`src/rtl/imem_loader.sv`:
```
// imem_loader: writer side of the RV32I instruction memory.
//
// Receives a framed byte stream over a valid/ready handshake, assembles
// little-endian 32-bit words and issues one-cycle write strobes into the
// instruction memory. The core is held in reset while loading and is released
// only after a load whose XOR checksum matches.
//
// Frame: 4 length bytes (word count N, LSB first), 4*N payload bytes (each word
// LSB first), 1 checksum byte (XOR of all payload bytes).
//
// Ports:
//   c           system clock, rising edge
//   rst         asynchronous active-high reset
//   start       one-cycle pulse that begins a load (honoured in IDLE/DONE/ERR)
//   byte_valid  host presents byte_data
//   byte_data   stream byte
//   byte_ready  loader accepts a byte this cycle (LEN/DATA/CSUM only)
//   mem_we      instruction memory write strobe, one cycle per word
//   mem_addr    word-aligned byte address of the write
//   mem_wdata   write data
//   core_rst    high keeps the core in reset
//   done        load completed with a good checksum
//   error       load rejected
module imem_loader #(
    parameter logic [31:0] BASE_ADDR = 32'h0000_0000,
    parameter int unsigned MAX_WORDS = 256
) (
    input  logic        c,
    input  logic        rst,
    input  logic        start,
    input  logic        byte_valid,
    input  logic [7:0]  byte_data,
    output logic        byte_ready,
    output logic        mem_we,
    output logic [31:0] mem_addr,
    output logic [31:0] mem_wdata,
    output logic        core_rst,
    output logic        done,
    output logic        error
);

    typedef enum logic [2:0] {
        StIdle,
        StLen,
        StData,
        StCsum,
        StDone,
        StErr
    } state_e;

    state_e      state_q;
    logic [1:0]  byte_cnt_q;    // byte lane within the current 32-bit field
    logic [31:0] len_q;
    logic [31:0] word_q;        // assembly buffer, separate from the write register
    logic [31:0] word_idx_q;
    logic [7:0]  xor_q;
    logic        mem_we_q;
    logic [31:0] mem_addr_q;
    logic [31:0] mem_wdata_q;
    logic        core_rst_q;
    logic        done_q;
    logic        error_q;

    logic        accept;
    logic [31:0] len_full;
    logic [31:0] word_full;
    logic [31:0] word_idx_inc;

    assign byte_ready   = (state_q == StLen) || (state_q == StData) || (state_q == StCsum);
    assign accept       = byte_valid && byte_ready;
    // The 4th byte completes the field in the same cycle it is accepted.
    assign len_full     = {byte_data, len_q[23:0]};
    assign word_full    = {byte_data, word_q[23:0]};
    assign word_idx_inc = word_idx_q + 32'd1;

    always_ff @(posedge c or posedge rst) begin
        if (rst) begin
            state_q     <= StIdle;
            byte_cnt_q  <= 2'd0;
            len_q       <= 32'd0;
            word_q      <= 32'd0;
            word_idx_q  <= 32'd0;
            xor_q       <= 8'd0;
            mem_we_q    <= 1'b0;
            mem_addr_q  <= 32'd0;
            mem_wdata_q <= 32'd0;
            core_rst_q  <= 1'b1;
            done_q      <= 1'b0;
            error_q     <= 1'b0;
        end else begin
            mem_we_q <= 1'b0;
            unique case (state_q)
                StIdle, StDone, StErr: begin
                    if (start) begin
                        state_q    <= StLen;
                        byte_cnt_q <= 2'd0;
                        len_q      <= 32'd0;
                        word_q     <= 32'd0;
                        word_idx_q <= 32'd0;
                        xor_q      <= 8'd0;
                        core_rst_q <= 1'b1;
                        done_q     <= 1'b0;
                        error_q    <= 1'b0;
                    end
                end
                StLen: begin
                    if (accept) begin
                        len_q[{byte_cnt_q, 3'b000} +: 8] <= byte_data;
                        byte_cnt_q <= byte_cnt_q + 2'd1;
                        if (byte_cnt_q == 2'd3) begin
                            if ((len_full == 32'd0) || (len_full > 32'(MAX_WORDS))) begin
                                state_q <= StErr;
                                error_q <= 1'b1;
                            end else begin
                                state_q <= StData;
                            end
                        end
                    end
                end
                StData: begin
                    if (accept) begin
                        word_q[{byte_cnt_q, 3'b000} +: 8] <= byte_data;
                        xor_q      <= xor_q ^ byte_data;
                        byte_cnt_q <= byte_cnt_q + 2'd1;
                        if (byte_cnt_q == 2'd3) begin
                            mem_we_q    <= 1'b1;
                            mem_addr_q  <= BASE_ADDR + {word_idx_q[29:0], 2'b00};
                            mem_wdata_q <= word_full;
                            word_idx_q  <= word_idx_inc;
                            if (word_idx_inc == len_q) begin
                                state_q <= StCsum;
                            end
                        end
                    end
                end
                StCsum: begin
                    if (accept) begin
                        if (byte_data == xor_q) begin
                            state_q    <= StDone;
                            done_q     <= 1'b1;
                            core_rst_q <= 1'b0;
                        end else begin
                            state_q <= StErr;
                            error_q <= 1'b1;
                        end
                    end
                end
                default: begin
                    state_q <= StIdle;
                end
            endcase
        end
    end

    assign mem_we    = mem_we_q;
    assign mem_addr  = mem_addr_q;
    assign mem_wdata = mem_wdata_q;
    assign core_rst  = core_rst_q;
    assign done      = done_q;
    assign error     = error_q;

endmodule
```
`config.mk`:
```
export PLATFORM = sky130hd
export DESIGN_NAME = imem_loader
export DESIGN_NICKNAME = d
export VERILOG_FILES = /design/src/rtl/imem_loader.sv
export SDC_FILE = /design/constraint.sdc
export NUM_CORES = 1
export LEC_CHECK = 0
export CAP_MARGIN = 20
export CORE_MARGIN = 1
export CORE_UTILIZATION = 52
export CTS_CLUSTER_SIZE = 25
export DETAILED_ROUTE_END_ITERATION = 8
export GPL_TIMING_DRIVEN = 0
export PLACE_DENSITY = 0.73
export SYNTH_ARGS = -nofsm -noshare
export SYNTH_HDL_FRONTEND = slang
export SYNTH_SLANG_ARGS = --single-unit
```
`constraint.sdc`:
```
create_clock -name c -period 4.9 [get_ports c]
set_input_delay 0.735 -clock c [delete_from_list [all_inputs] [get_ports c]]
set_output_delay 0.735 -clock c [all_outputs]
set_load 0.005 [all_outputs]
```
==> metrics.csv <==
stage;metric;value;unit
run_status;run status;completed;
cts;clock sinks;167;
global_routing;gr ovfl total;0;
layout;final core utilization;63.7;%
sta;Final Slew Violations;0;
floorplan;Die Ht;132;um
setup_path;CP arrival;3900;ps
synthesis;area fraction of the dominant cell type after synthesis;47.6;%
setup_path;Crit path max-delay family;simple AND/OR/NAND/NOR gates;
sta;Final Cycle Share;72.4;%
setup_path;slowest CP cell;nor2_1;
global_routing;gr usage total;29.4;%
setup_path;Crit Path Class;input port to flop;
pwr;worst vdd ir;0.269;mV
layout;# fillers;1397;
sta;Tmin final;3550;ps
cts;CTS Buffer Depth;2;
cts;TritonCTS clock tree;yes;
sta;Setup Skew;8.18;ps
synthesis;Synth Area in Simple Gates;27.1;%
min_path;worst min-delay path category;flop to flop;
synthesis;Async S/R FF share, synth;100;%
global_routing;initial antenna violation count;0;
synthesis;Avg Cell Area, Syn;8.40;um2
synthesis;Synth top cells by count;nand2_1 (308), dfrtp_1 (166), o21ai_0 (115);
cts;Root Driver;clkbuf_16;
min_path;hold depth;2;
pwr;Pleak;4.77;nW
cts;Setup Fix Bufs, Post-CTS;0;
sta;unrepaired setup endpoints after global routing;no;
sta;max_slew headroom;45.4;%
floorplan;die area;17300;um2
drt;post-detailed-route via-to-cell ratio;5.82;
sta;Setup TNS Final;0;ps
floorplan;initial core utilization;53.0;%
setup_path;worst path cell trace;clkdlybuf4s50_1 -> nand2b_1 -> nor2_1 -> nand2_1 -> inv_2 -> clkbuf_1 -> nand3_1 -> o21ai_0;
cts;# H-tree levels;4;
placement;Post-DP Area;9880;um2
drt;Iter 0 DRT Violations;938;
cts;CTS resizes;0;
drt;post-route ant nets;0;
placement;Place WS;1040;ps
run;maximum capacitance violations;0;
synthesis;Post-synth EDFFs;0;
synthesis;largest family of logic cells by synthesized area;simple AND/OR/NAND/NOR gates;
synthesis;Compound-Gate Fraction of Synth Area;13.2;%
layout;Inserted Diodes;0;
setup_path;R2R setup slack;1650;ps
global_routing;largest net degree at the start of global routing;38;
synthesis;adder-cell share of the synthesized area;0.717;%
drt;Post-Route WL;24.5;mm
setup_path;Critical Path Max Stage Delay;650;ps
drt;first drt pass iteration count;6;
setup_path;Worst Setup End Kind;flop;
setup_path;endpoint of the worst register-to-register path;word_idx_q[14]$_DFFE_PP0P_;
sta;worst setup margin;1350;ps
setup_path;critical path required time;5260;ps
setup_path;RR Startpoint;state_q[2]$_DFFE_PP0P_;
layout;layout cells sized above 1;8.49;%
floorplan;I/O pin count;81;
placement;number of port buffers;78;
placement;hpwl dp;16.9;mm
synthesis;Main synth FF type;dfrtp_1;
global_routing;first-pass GRT wire length;40.0;mm
cts;CTS Hold Buffers Added;0;
floorplan;Die W;132;um
synthesis;synth top area cells;dfrtp_1 (48%), nand2_1 (13%), o21ai_0 (6.6%);
sta;count of final setup violators;0;
setup_path;Setup crit start kind;input port;
synthesis;most common cell in the netlist;nand2_1;
min_path;Worst Hold Launch;word_q[0]$_DFFE_PP0P_;
layout;fin area;10500;um2
drt;via count;7995;
setup_path;worst reg-to-reg path cell count;8;
synthesis;Cell variety after synth;66;
synthesis;mux cell area share after synthesis;0.473;%
synthesis;synthesized flop and latch total;167;
synthesis;Cell Area, Synth;8730;um2
setup_path;worst-path fanout max;10;
cts;Clock transition at path regs;70;ps
placement;GP Congestion;0.933;
cts;worst-skew pair later-pin latency;430;ps
floorplan;num rows;47;
synthesis;Post-Syn Instances;1039;
sta;worst slew pin tran;815;ps
layout;Synth-to-Final Area Change;20.2;%
synthesis;Synth area leader;dfrtp_1;
drt;DRC;0;
synthesis;Synth Area in XOR/XNOR;5.02;%
sta;Hold Vio Cnt, Final;0;
synthesis;Synth Warn #;0;
layout;final net count;1159;
global_routing;number of global-route vias before repair;7565;
drt;WL/cell;17.8;um
setup_path;Buf/Inv on CP;3;
sta;Peak Freq;282;MHz
floorplan;Core Area;16500;um2
min_path;Hold Path Sink;mem_wdata[0]$_DFFE_PP0P_;
cts;total CTS buffers;17;
pwr;pwr dens;339;nW/um2
synthesis;register area share after synthesis;47.9;%
power by group:
part	switching [mW]	leakage [nW]	total, mW	internal, mW
clock	0.605	0.299	1.42	0.815
sequential	0.0481	2.32	1.47	1.43
combinational	0.445	2.15	0.663	0.218
total	1.10	4.77	3.56	2.46
logic make-up after synthesis:
| kind of cell | after synthesis |
|---|---|
| buffers and inverters | 106 |
| multiplexers | 4 |
| adder cells (fa/ha/maj) | 5 |
| other | 1 |
| flip-flops | 167 |
| AO/OA/AOI/OAI | 203 |
| XOR/XNOR | 50 |
| AND/OR/NAND/NOR | 503 |
sequential cells by signal, summed over array words and instances (netlist names):
signal / flops
done: 1
word_idx_q: 32
core_rst: 1
state_q: 3
xor_q: 8
mem_wdata: 32
error: 1
mem_addr: 30
len_q: 32
word_q: 24
mem_we: 1
byte_cnt_q: 2
final cells by class:
class,count,area [um2],share of cell area [%]
plain buffers,75,368,3.51
clock inverters,14,186,1.78
repair buffers,83,866,8.25
inverters,31,120,1.15
flip-flops and latches,167,4180,39.8
multi-input cells,767,4070,38.8
well taps,220,275,2.62
clock buffers,17,425,4.06
layer usage:
layer	global-route usage, %	share of wire [%]	vias up
li1	-	-	3720
met5	0	0	-
met1	42.7	43	3856
met2	44.2	46	349
met3	4.59	8.1	70
met4	11.2	2.8	0
worst max-delay path by stage:
stage / start / end / slack (ps) / cells past startpoint
floorplan: rst / byte_cnt_q[0]$_DFFE_PP0P_ / 2040 / 1
finish: byte_valid / word_idx_q[14]$_DFFE_PP0P_ / 1350 / 8
global route: byte_valid / word_idx_q[14]$_DFFE_PP0P_ / 1230 / 8
global placement: rst / mem_we$_DFF_PP0_ / 590 / 2
detailed placement: byte_valid / word_idx_q[14]$_DFFE_PP0P_ / 1040 / 8
CTS: byte_valid / word_idx_q[14]$_DFFE_PP0P_ / 1470 / 8
worst register-to-register path, stage by stage, from the launching register on:
cell	delay [ps]
dfrtp_1	360
buf_4	160
nand2b_1	180
nor2_1	650
nand2_1	650
inv_2	300
clkbuf_1	550
nand3_1	150
o21ai_0	180
per-stage QoR:
step           std cells  hold WS (ps)  total power, mW
2_1_floorplan       1040           439             1.93
3_3_place_gp        1338           443             2.12
3_5_place_dp        1343           458             2.14
4_1_cts             1374           474             3.54
5_1_grt             1374           497             3.68
6_report            1374           470             3.56
placed cells by master (no fill, tap or decap), types with 20 or more instances in the layout:
master and instances:
dfrtp_1 166, inv_1 29, a21oi_1 27, nand3_1 46, nand2_1 308, o31ai_1 20
o21ai_0 115, nor2_1 40, buf_2 23, clkbuf_1 41, clkdlybuf4s50_1 78, xnor2_1 31
Power figures use the tool's default switching activity.
